$ cat config.mk
export PLATFORM = sky130hd
export DESIGN_NAME = gpio_in_cond_flat
export DESIGN_NICKNAME = d
export VERILOG_FILES = /design/src/rtl/gpio_in_cond_pkg.sv /design/src/rtl/gpio_in_cond_if.sv /design/src/rtl/gpio_debounce_bit.sv /design/src/rtl/gpio_in_cond.sv /design/src/flat_wrapper.sv
export SDC_FILE = /design/constraint.sdc
export NUM_CORES = 1
export LEC_CHECK = 0
export CAP_MARGIN = 25
export CORE_ASPECT_RATIO = 2
export CORE_UTILIZATION = 60
export DETAILED_ROUTE_END_ITERATION = 7
export PLACE_DENSITY = 0.85
export SETUP_SLACK_MARGIN = 0.5
export SLEW_MARGIN = 20
export SYNTH_ARGS = -nofsm -noshare
export SYNTH_HDL_FRONTEND = slang
export SYNTH_SLANG_ARGS = --single-unit
$ cat constraint.sdc
create_clock -name i_clk -period 3.65 [get_ports i_clk]
set_input_delay 0.73 -clock i_clk [delete_from_list [all_inputs] [get_ports i_clk]]
set_output_delay 0.73 -clock i_clk [all_outputs]
set_load 0.005 [all_outputs]
$ cat src/rtl/gpio_in_cond_pkg.sv
// Shared constants for the GPIO input conditioner: register map and bus width.
// Register reads and writes use an 8-bit data path on a 2-bit address.
package gpio_pkg;

    localparam int BUS_W  = 8;
    localparam int ADR_W  = 2;

    localparam logic [ADR_W-1:0] ADR_PEND    = 2'd0;
    localparam logic [ADR_W-1:0] ADR_RISE_EN = 2'd1;
    localparam logic [ADR_W-1:0] ADR_FALL_EN = 2'd2;
    localparam logic [ADR_W-1:0] ADR_LEVEL   = 2'd3;

    // Register-bank decode of one bus access, resolved once in the top.
    typedef struct packed {
        logic req;
        logic wr;
        logic wr_pend;
        logic wr_rise_en;
        logic wr_fall_en;
    } bus_dec_t;

    function automatic bus_dec_t decode_access(
        input logic             cyc,
        input logic             stb,
        input logic             we,
        input logic             ack,
        input logic [ADR_W-1:0] adr
    );
        bus_dec_t d;
        d            = '0;
        d.req        = cyc & stb & ~ack;
        d.wr         = d.req & we;
        d.wr_pend    = d.wr & (adr == ADR_PEND);
        d.wr_rise_en = d.wr & (adr == ADR_RISE_EN);
        d.wr_fall_en = d.wr & (adr == ADR_FALL_EN);
        return d;
    endfunction

endpackage

$ cat src/rtl/gpio_in_cond_if.sv
// Wishbone slave bus bundle for the input conditioner's register port.
// The CPU side uses master, the conditioner uses slave.
interface gpio_in_cond_if;
    import gpio_pkg::*;

    logic [ADR_W-1:0] wb_adr_i;
    logic [BUS_W-1:0] wb_dat_i;
    logic             wb_we_i;
    logic             wb_cyc_i;
    logic             wb_stb_i;
    logic [BUS_W-1:0] wb_dat_o;
    logic             wb_ack_o;
    logic             wb_err_o;
    logic             wb_rty_o;

    modport master (
        output wb_adr_i, wb_dat_i, wb_we_i, wb_cyc_i, wb_stb_i,
        input  wb_dat_o, wb_ack_o, wb_err_o, wb_rty_o
    );

    modport slave (
        input  wb_adr_i, wb_dat_i, wb_we_i, wb_cyc_i, wb_stb_i,
        output wb_dat_o, wb_ack_o, wb_err_o, wb_rty_o
    );

endinterface

$ cat src/rtl/gpio_debounce_bit.sv
// One pin: two-flop synchroniser, sample counter and debounced level flop.
// The level only flips after DB_SAMPLES consecutive ticks that disagree with it.
module gpio_debounce_bit
    import gpio_pkg::*;
#(
    parameter int DB_SAMPLES = 4
) (
    input  logic i_clk,
    input  logic i_reset_n,
    input  logic tick,
    input  logic pad,
    output logic clean
);

    localparam int CNT_W = (DB_SAMPLES > 1) ? $clog2(DB_SAMPLES) : 1;
    localparam logic [CNT_W-1:0] CNT_LAST = CNT_W'(DB_SAMPLES - 1);

    logic             sync1_q, sync1_d;
    logic             sync2_q, sync2_d;
    logic [CNT_W-1:0] cnt_q,   cnt_d;
    logic             clean_q, clean_d;

    always_comb begin
        sync1_d = pad;
        sync2_d = sync1_q;
        cnt_d   = cnt_q;
        clean_d = clean_q;
        if (tick) begin
            if (sync2_q != clean_q) begin
                // The last disagreeing sample flips the level and restarts the count.
                if (cnt_q == CNT_LAST) begin
                    clean_d = ~clean_q;
                    cnt_d   = '0;
                end else begin
                    cnt_d = cnt_q + CNT_W'(1);
                end
            end else begin
                cnt_d = '0;
            end
        end
    end

    always_ff @(posedge i_clk) begin
        if (!i_reset_n) begin
            sync1_q <= 1'b0;
            sync2_q <= 1'b0;
            cnt_q   <= '0;
            clean_q <= 1'b0;
        end else begin
            sync1_q <= sync1_d;
            sync2_q <= sync2_d;
            cnt_q   <= cnt_d;
            clean_q <= clean_d;
        end
    end

    assign clean = clean_q;

endmodule

$ cat src/rtl/gpio_in_cond.sv
// GPIO input conditioner: per-pin debounce, edge detection into a sticky W1C
// pending register, an interrupt line, and a small Wishbone register port.
module gpio_in_cond
    import gpio_pkg::*;
#(
    parameter int WIDTH      = 8,
    parameter int PRESCALE   = 1000,
    parameter int DB_SAMPLES = 4
) (
    input  logic              i_clk,
    input  logic              i_reset_n,
    gpio_in_cond_if.slave     wb,
    input  logic [WIDTH-1:0]  pad_i,
    output logic [WIDTH-1:0]  gpio_clean_o,
    output logic              irq_o
);

    localparam int PS_W = (PRESCALE > 1) ? $clog2(PRESCALE) : 1;
    localparam logic [PS_W-1:0] PS_LAST = PS_W'(PRESCALE - 1);

    logic [PS_W-1:0]  ps_q, ps_d;
    logic             tick;

    logic [WIDTH-1:0] level;
    logic [WIDTH-1:0] level_dly_q, level_dly_d;
    logic [WIDTH-1:0] rise, fall, set;

    logic [WIDTH-1:0] pend_q,    pend_d;
    logic [WIDTH-1:0] rise_en_q, rise_en_d;
    logic [WIDTH-1:0] fall_en_q, fall_en_d;
    logic             irq_q,     irq_d;
    logic [BUS_W-1:0] dat_q,     dat_d;
    logic             ack_q,     ack_d;

    bus_dec_t         dec;
    logic [BUS_W-1:0] rd_mux;

    // Sample tick shared by every pin so all debouncers see the same time base.
    always_comb begin
        tick = (ps_q == PS_LAST);
        ps_d = tick ? '0 : ps_q + PS_W'(1);
    end

    genvar gi;
    generate
        for (gi = 0; gi < WIDTH; gi++) begin : g_db
            gpio_debounce_bit #(
                .DB_SAMPLES (DB_SAMPLES)
            ) u_db (
                .i_clk     (i_clk),
                .i_reset_n (i_reset_n),
                .tick      (tick),
                .pad       (pad_i[gi]),
                .clean     (level[gi])
            );
        end
    endgenerate

    always_comb begin
        level_dly_d = level;
        rise        = level & ~level_dly_q;
        fall        = ~level & level_dly_q;
        set         = (rise & rise_en_q) | (fall & fall_en_q);
    end

    always_comb begin
        dec = decode_access(wb.wb_cyc_i, wb.wb_stb_i, wb.wb_we_i, ack_q, wb.wb_adr_i);

        rd_mux = '0;
        case (wb.wb_adr_i)
            ADR_PEND:    rd_mux = BUS_W'(pend_q);
            ADR_RISE_EN: rd_mux = BUS_W'(rise_en_q);
            ADR_FALL_EN: rd_mux = BUS_W'(fall_en_q);
            ADR_LEVEL:   rd_mux = BUS_W'(level);
            default:     rd_mux = '0;
        endcase

        pend_d    = pend_q;
        rise_en_d = rise_en_q;
        fall_en_d = fall_en_q;
        if (dec.wr_pend)    pend_d    = pend_q & ~wb.wb_dat_i[WIDTH-1:0];
        if (dec.wr_rise_en) rise_en_d = wb.wb_dat_i[WIDTH-1:0];
        if (dec.wr_fall_en) fall_en_d = wb.wb_dat_i[WIDTH-1:0];
        // OR-ing set in last lets a fresh edge survive a same-cycle W1C.
        pend_d = pend_d | set;

        irq_d = |pend_d;
        ack_d = dec.req;
        dat_d = dec.req ? rd_mux : dat_q;
    end

    always_ff @(posedge i_clk) begin
        if (!i_reset_n) begin
            ps_q        <= '0;
            level_dly_q <= '0;
            pend_q      <= '0;
            rise_en_q   <= '0;
            fall_en_q   <= '0;
            irq_q       <= 1'b0;
            dat_q       <= '0;
            ack_q       <= 1'b0;
        end else begin
            ps_q        <= ps_d;
            level_dly_q <= level_dly_d;
            pend_q      <= pend_d;
            rise_en_q   <= rise_en_d;
            fall_en_q   <= fall_en_d;
            irq_q       <= irq_d;
            dat_q       <= dat_d;
            ack_q       <= ack_d;
        end
    end

    assign gpio_clean_o = level;
    assign irq_o        = irq_q;
    assign wb.wb_dat_o  = dat_q;
    assign wb.wb_ack_o  = ack_q;
    assign wb.wb_err_o  = 1'b0;
    assign wb.wb_rty_o  = 1'b0;

endmodule

$ cat src/flat_wrapper.sv
// flat-port wrapper written by rule: the top's interface ports become plain ports
module gpio_in_cond_flat import gpio_pkg::*;
#(
    parameter int WIDTH      = 8,
    parameter int PRESCALE   = 1000,
    parameter int DB_SAMPLES = 4
)
  (i_clk, i_reset_n, pad_i, gpio_clean_o, irq_o, wb_wb_adr_i, wb_wb_dat_i, wb_wb_we_i, wb_wb_cyc_i, wb_wb_stb_i, wb_wb_dat_o, wb_wb_ack_o, wb_wb_err_o, wb_wb_rty_o);
  gpio_in_cond_if wb_i ();
  input  logic i_clk;
  input  logic i_reset_n;
  input  logic [WIDTH-1:0] pad_i;
  output logic [WIDTH-1:0] gpio_clean_o;
  output logic irq_o;
  input wire logic [$bits(wb_i.wb_adr_i)-1:0] wb_wb_adr_i;
  input wire logic [$bits(wb_i.wb_dat_i)-1:0] wb_wb_dat_i;
  input wire logic [$bits(wb_i.wb_we_i)-1:0] wb_wb_we_i;
  input wire logic [$bits(wb_i.wb_cyc_i)-1:0] wb_wb_cyc_i;
  input wire logic [$bits(wb_i.wb_stb_i)-1:0] wb_wb_stb_i;
  output wire logic [$bits(wb_i.wb_dat_o)-1:0] wb_wb_dat_o;
  output wire logic [$bits(wb_i.wb_ack_o)-1:0] wb_wb_ack_o;
  output wire logic [$bits(wb_i.wb_err_o)-1:0] wb_wb_err_o;
  output wire logic [$bits(wb_i.wb_rty_o)-1:0] wb_wb_rty_o;
  assign wb_i.wb_adr_i = wb_wb_adr_i;
  assign wb_i.wb_dat_i = wb_wb_dat_i;
  assign wb_i.wb_we_i = wb_wb_we_i;
  assign wb_i.wb_cyc_i = wb_wb_cyc_i;
  assign wb_i.wb_stb_i = wb_wb_stb_i;
  assign wb_wb_dat_o = wb_i.wb_dat_o;
  assign wb_wb_ack_o = wb_i.wb_ack_o;
  assign wb_wb_err_o = wb_i.wb_err_o;
  assign wb_wb_rty_o = wb_i.wb_rty_o;
  gpio_in_cond #(.WIDTH(WIDTH), .PRESCALE(PRESCALE), .DB_SAMPLES(DB_SAMPLES)) u_core (.i_clk(i_clk), .i_reset_n(i_reset_n), .wb(wb_i), .pad_i(pad_i), .gpio_clean_o(gpio_clean_o), .irq_o(irq_o));
endmodule
Word-level counts from Yosys, hierarchy flattened:

Cells that the tools add are included.

* register bits: 92
* input bits: 23
* output and inout bits: 20

* add/sub/neg operators: 9
* equality and inequality tests: 20
* muxes and demuxes: 18
* bitwise operators: 26
* reductions and logical operators: 11

Operator list (number)
* $and 8x8->8: 5
* $mux 2: 16
* $pmux 8 s4: 1
* $not 8->8: 3
* $reduce_and 3->1: 8
* $eq 2x2->1 const B: 10
* $add 2x1->2 const B: 8
* $or 8x8->8: 2
* $add 10x1->10 const B: 1
* $eq 10x10->1 const B: 1
* $not 1->1: 10
* $mux 8: 1
* $ne 1x1->1: 8
* $reduce_or 8->1: 1
* $and 1x1->1: 6
* $eq 2x1->1 const B: 1
* $logic_not 2->1: 1
* $reduce_or 2->1: 1

Depth between registers and ports, before layout:

* depth in word-level cells: 7
* mapped depth: 7
* depth with buffers taken out: 6

Modules after synthesis:

Synthesis repeated with hierarchy kept, for this count alone.

* cell total of the unflattened synthesis: 382
* area, all modules: 3876.2 um^2

Modules (own cells, without submodules)
* gpio_in_cond: instances 1, cells each 238, area each 2284.7 um^2
* gpio_debounce_bit: instances 8, cells each 18, area each 198.9 um^2

Worst setup path before layout:

OpenSTA, ideal clock, no wires.

* kind: input to register
* from: input wb_wb_stb_i
* to: register u_core.irq_q, in the netlist u_core.irq_o
* arrival: 1.741 ns
* data required time: 3.530 ns
* slack: 1.789 ns
* stages: 5
* buffers on the path: 1
* cell sequence: and3b_1 > clkbuf_1 > nand4_1 > a21o_1 > o31a_1

* cells in the longest elaborated chain, start to end: 7

RTL lines
* start: declaration: line flat_wrapper.sv:19 `input wire logic [$bits(wb_i.wb_stb_i)-1:0] wb_wb_stb_i;`
* $and 1x1->1 (2 in a row): line gpio_in_cond_pkg.sv:31 `d.req = cyc & stb & ~ack;`
* $and 1x1->1: line gpio_in_cond_pkg.sv:32 `d.wr = d.req & we;`
* $and 1x1->1: line gpio_in_cond_pkg.sv:33 `d.wr_pend = d.wr & (adr == ADR_PEND);`
* $mux 8: line gpio_in_cond.sv:81 `if (dec.wr_pend) pend_d = pend_q & ~wb.wb_dat_i[WIDTH-1:0];`
* $or 8x8->8: line gpio_in_cond.sv:85 `pend_d = pend_d | set;`
* $reduce_or 8->1: line gpio_in_cond.sv:87 `irq_d = |pend_d;`
* end signal: assignment: line gpio_in_cond.sv:108 `irq_q <= irq_d;`
* end: declaration: line gpio_in_cond.sv:31 `logic irq_q, irq_d;`

No other way between the ends.
A chain may end at the register's enable or synchronous reset.

Worst setup path in the final report:

Same ends and word-level chain as after synthesis.

==> results.md <==
* Leakage at 1.702 nW
* Synth Flop Type: dfxtp_1
* Peak supply drop at 0.3352 mV
* Largest family of logic cells by synthesized area: simple AND/OR/NAND/NOR gates
* Die area at 7041 um^2
* Yosys reg bits at 92
* Post-synth ARST share at 0%
* Crit path DAT at 2.60 ns
* Cts-stage hold buffer count at 0
* Fmax at 421.7 MHz
* Post-route ant nets at 0
* Initial antenna violation count at 0
* Die Ht at 117.7 um
* Max_slew headroom at 57.71%
* Overall routed net length at 7819 um
* Complex-gate fraction of the synthesized area at 7.980%
* Layout fillers at 498
* Diode count at 0
* GR Overflow Total at 0
* Placer's final routability congestion estimate at 0.8085
* Root buf cell: clkbuf_16
* # rows at 41
* Clock skew at 0.004043 ns
* RSZ-0062 raised after global routing: false
* Post-CTS sizing at 0
* Synth Area in Simple Gates at 24.97%
* First-pass GRT wire length at 13210 um
* Min-delay src: u_core.g_db[1].u_db.sync1_q
* R2R Path Start: u_core.ps_q[0]
* Pre-Repair DR Iteration Count at 4
* Final cell count without fillers at 525
* Synth unique cells at 38
* Min-Delay Path Depth at 1
* Layout Utilization at 73.94%
* Die span in x at 59.84 um
* Placed cell area at 4402 um^2
* CTS Buf Count at 9
* Num ports at 43
* Min Tclk post-route at 2.372 ns
* Core ar. at 6361 um^2
* Hold Path Class: reg2reg
* DR WL/cell at 14.89 um
* R2R cell count at 6
* Synthesized-area fraction occupied by adder cells at 2.805%
* Req. time, crit path at 3.88 ns
* Yosys top cell by area: dfxtp_1
* Design area at 4703 um^2
* DP HPWL at 5446 um
* Synthesized area at 4014 um^2
* Fin Setup TNS at 0 ns
* Worst skew pair latency at 0.34 ns
* Pwr/cell area at 433.2 nW/um^2
* Final nets at 466
* Synth Area in XOR/XNOR at 3.055%
* Worst setup SP type: input port
* Hold endpoint: u_core.g_db[1].u_db.sync2_q
* Port bufs at 40
* Share of cells above drive strength 1 at 9.339%
* DRC viols at 0
* FF-to-FF End: u_core.g_db[6].u_db.cnt_q[0]
* Critical path fanouts, max at 12
* R2R Setup Slk at 1.69 ns
* Via density at 5.434
* Synth top area share at 45.89%
* Setup crit end kind: flip-flop
* Final critical-path share of the clock period at 64.98%
* Avg Inst Size Synth at 9.935 um^2
* Synthesis-to-layout area growth at 17.18%
* Tightest Pin Transition at 0.6343 ns
* Gate Count Post-Synth at 404
* Setup Viol. Count Final at 0
* Post-CTS Repair Setup Buffers at 0
* Mux share of post-synthesis cell area at 10.47%
* Vias in the first global route at 2861
* Synth warnings at 0
* DR vias at 2853
* Final slew viol count at 0
* All-Layer GR Usage at 25.05%
* Status: complete, no violations
* CTS Buffer Depth at 2
* Post-synth EDFFs at 0
* CTS tree: yes
* Main area contributors after synthesis: dfxtp_1 (46%), nor2b_1 (6.4%), mux2i_1 (6.0%), mux4_2 (4.5%), nand2_1 (4.5%)
* Post-synthesis sequential area ratio at 45.89%
* Hold Vio Cnt, Final at 0
* Initial DRC Count at 123
* Setup Crit Path Kind: in2reg
* Pin count of the biggest net entering global routing at 47
* H-Tree Depth at 3
* Clock sinks at 92
* Starting Density at 63.10%
* Cell total after placement at 509
* Clk slew on worst S/H paths at 0.06 ns
* Max Cap Violations at 0
-- kinds of logic (layout without fill, tap and decap cells) --
group,after synthesis,in the layout
buf+inv,35,69
fa+ha+maj,9,9
flops,92,92
compound gates,48,48
other cells,1,2
mux,32,32
xor+xnor,14,14
simple gates,173,173
-- registers in the layout, indices dropped and copies added, names as in the netlist --
register,count
u_core.wb.wb_ack_o,1
u_core.g_db.u_db.sync1_q,8
u_core.wb.wb_dat_o,8
u_core.g_db.u_db.sync2_q,8
u_core.level_dly_q,8
u_core.rise_en_q,8
u_core.g_db.u_db.cnt_q,16
u_core.fall_en_q,8
u_core.ps_q,10
u_core.pend_q,8
u_core.g_db.u_db.clean,8
u_core.irq_o,1
-- critical path, cell delays in order --
cell and delay, ns:
clkdlybuf4s50_1 0.47, and3b_1 0.42, nand3_1 0.33, o21ai_0 0.25, o211ai_1 0.12, o31a_1 0.29
-- area by class of cell --
| type | instances | area [um^2] | share of cell area, % |
|---|---|---|---|
| clock buffers | 9 | 225.2 | 4.789 |
| clock inverters | 7 | 76.32 | 1.623 |
| inverters | 7 | 26.28 | 0.5587 |
| multi-input cells | 278 | 1986 | 42.22 |
| flip-flops and latches | 92 | 1842 | 39.16 |
| well taps | 86 | 107.6 | 2.288 |
| repair buffers | 46 | 440.4 | 9.364 |
-- cells in the mapped netlist (3+ instances only) --
master / n
nor2_1: 13
xor2_1: 8
o31a_1: 5
nand2_1: 48
dfxtp_1: 92
and2_1: 28
nor2b_1: 41
a21oi_1: 15
o211ai_1: 7
xnor2_1: 6
nand3b_1: 7
nand2b_1: 5
buf_2: 5
nand3_1: 9
nor4b_2: 4
mux2i_1: 24
nand4_1: 3
nor4_2: 4
buf_4: 10
inv_1: 7
clkbuf_1: 11
a21boi_0: 15
ha_1: 9
mux4_2: 8
-- layout by cell type, fill, tap and decap left out, drive strengths merged, types with 2 or more instances in the layout --
master         synthesis  final
a21boi                15     15
a21oi                 15     15
and2                  28     28
and3                   2      2
buf                   17      7
clkbuf                11      9
clkdlybuf4s50          0     39
clkinv                 0      3
clkinvlp               0      2
conb                   1      2
dfxtp                 92     92
ha                     9      9
inv                    7      8
mux2i                 24     24
mux4                   8      8
nand2                 48     48
nand2b                 5      5
nand3                 10     10
nand3b                 7      7
nand4                  3      3
nor2                  13     13
nor2b                 41     41
nor3b                  2      2
nor4                   6      6
nor4b                  4      4
o211ai                 7      7
o21ai                  2      2
o22ai                  2      2
o31a                   5      5
xnor2                  6      6
xor2                   8      8
-- per-layer routing --
layer | wire length [um] | global-route usage (%) | share of wire, %
met1 | 2944 | 25.18 | 38
met2 | 4265 | 43.96 | 55
met3 | 239 | 5.604 | 3.1
met4 | 369 | 15.26 | 4.7
met5 | 0 | 0 | 0
-- where the power goes --
| part | switching [mW] | internal, mW |
|---|---|---|
| combinational | 0.0371 | 0.0490 |
| clock | 0.392 | 0.533 |
| sequential | 0.00776 | 1.02 |
-- through the flow --
step / total power [mW] / setup slack [ns] / hold WS (ns)
3_3_place_gp: 1.132 / 0.9809 / 0.4152
4_1_cts: 2.048 / 1.278 / 0.4357
2_1_floorplan: 1.097 / 1.789 / 0.4119
3_5_place_dp: 1.134 / 0.9254 / 0.4206
6_report: 2.037 / 1.278 / 0.4331
5_1_grt: 2.101 / 1.115 / 0.4519
-- worst max path at each step --
stage,from,to,slack [ns],depth (start not counted)
after floorplan,wb_wb_stb_i,u_core.irq_o,1.79,5
after global placement,wb_wb_adr_i[0],u_core.irq_o,0.98,6
after detailed placement,wb_wb_adr_i[0],u_core.irq_o,0.93,6
after CTS,wb_wb_stb_i,u_core.irq_o,1.28,6
after global routing,wb_wb_adr_i[0],u_core.irq_o,1.12,6
final,wb_wb_stb_i,u_core.irq_o,1.28,6
(Power assumes the default switching activity.)
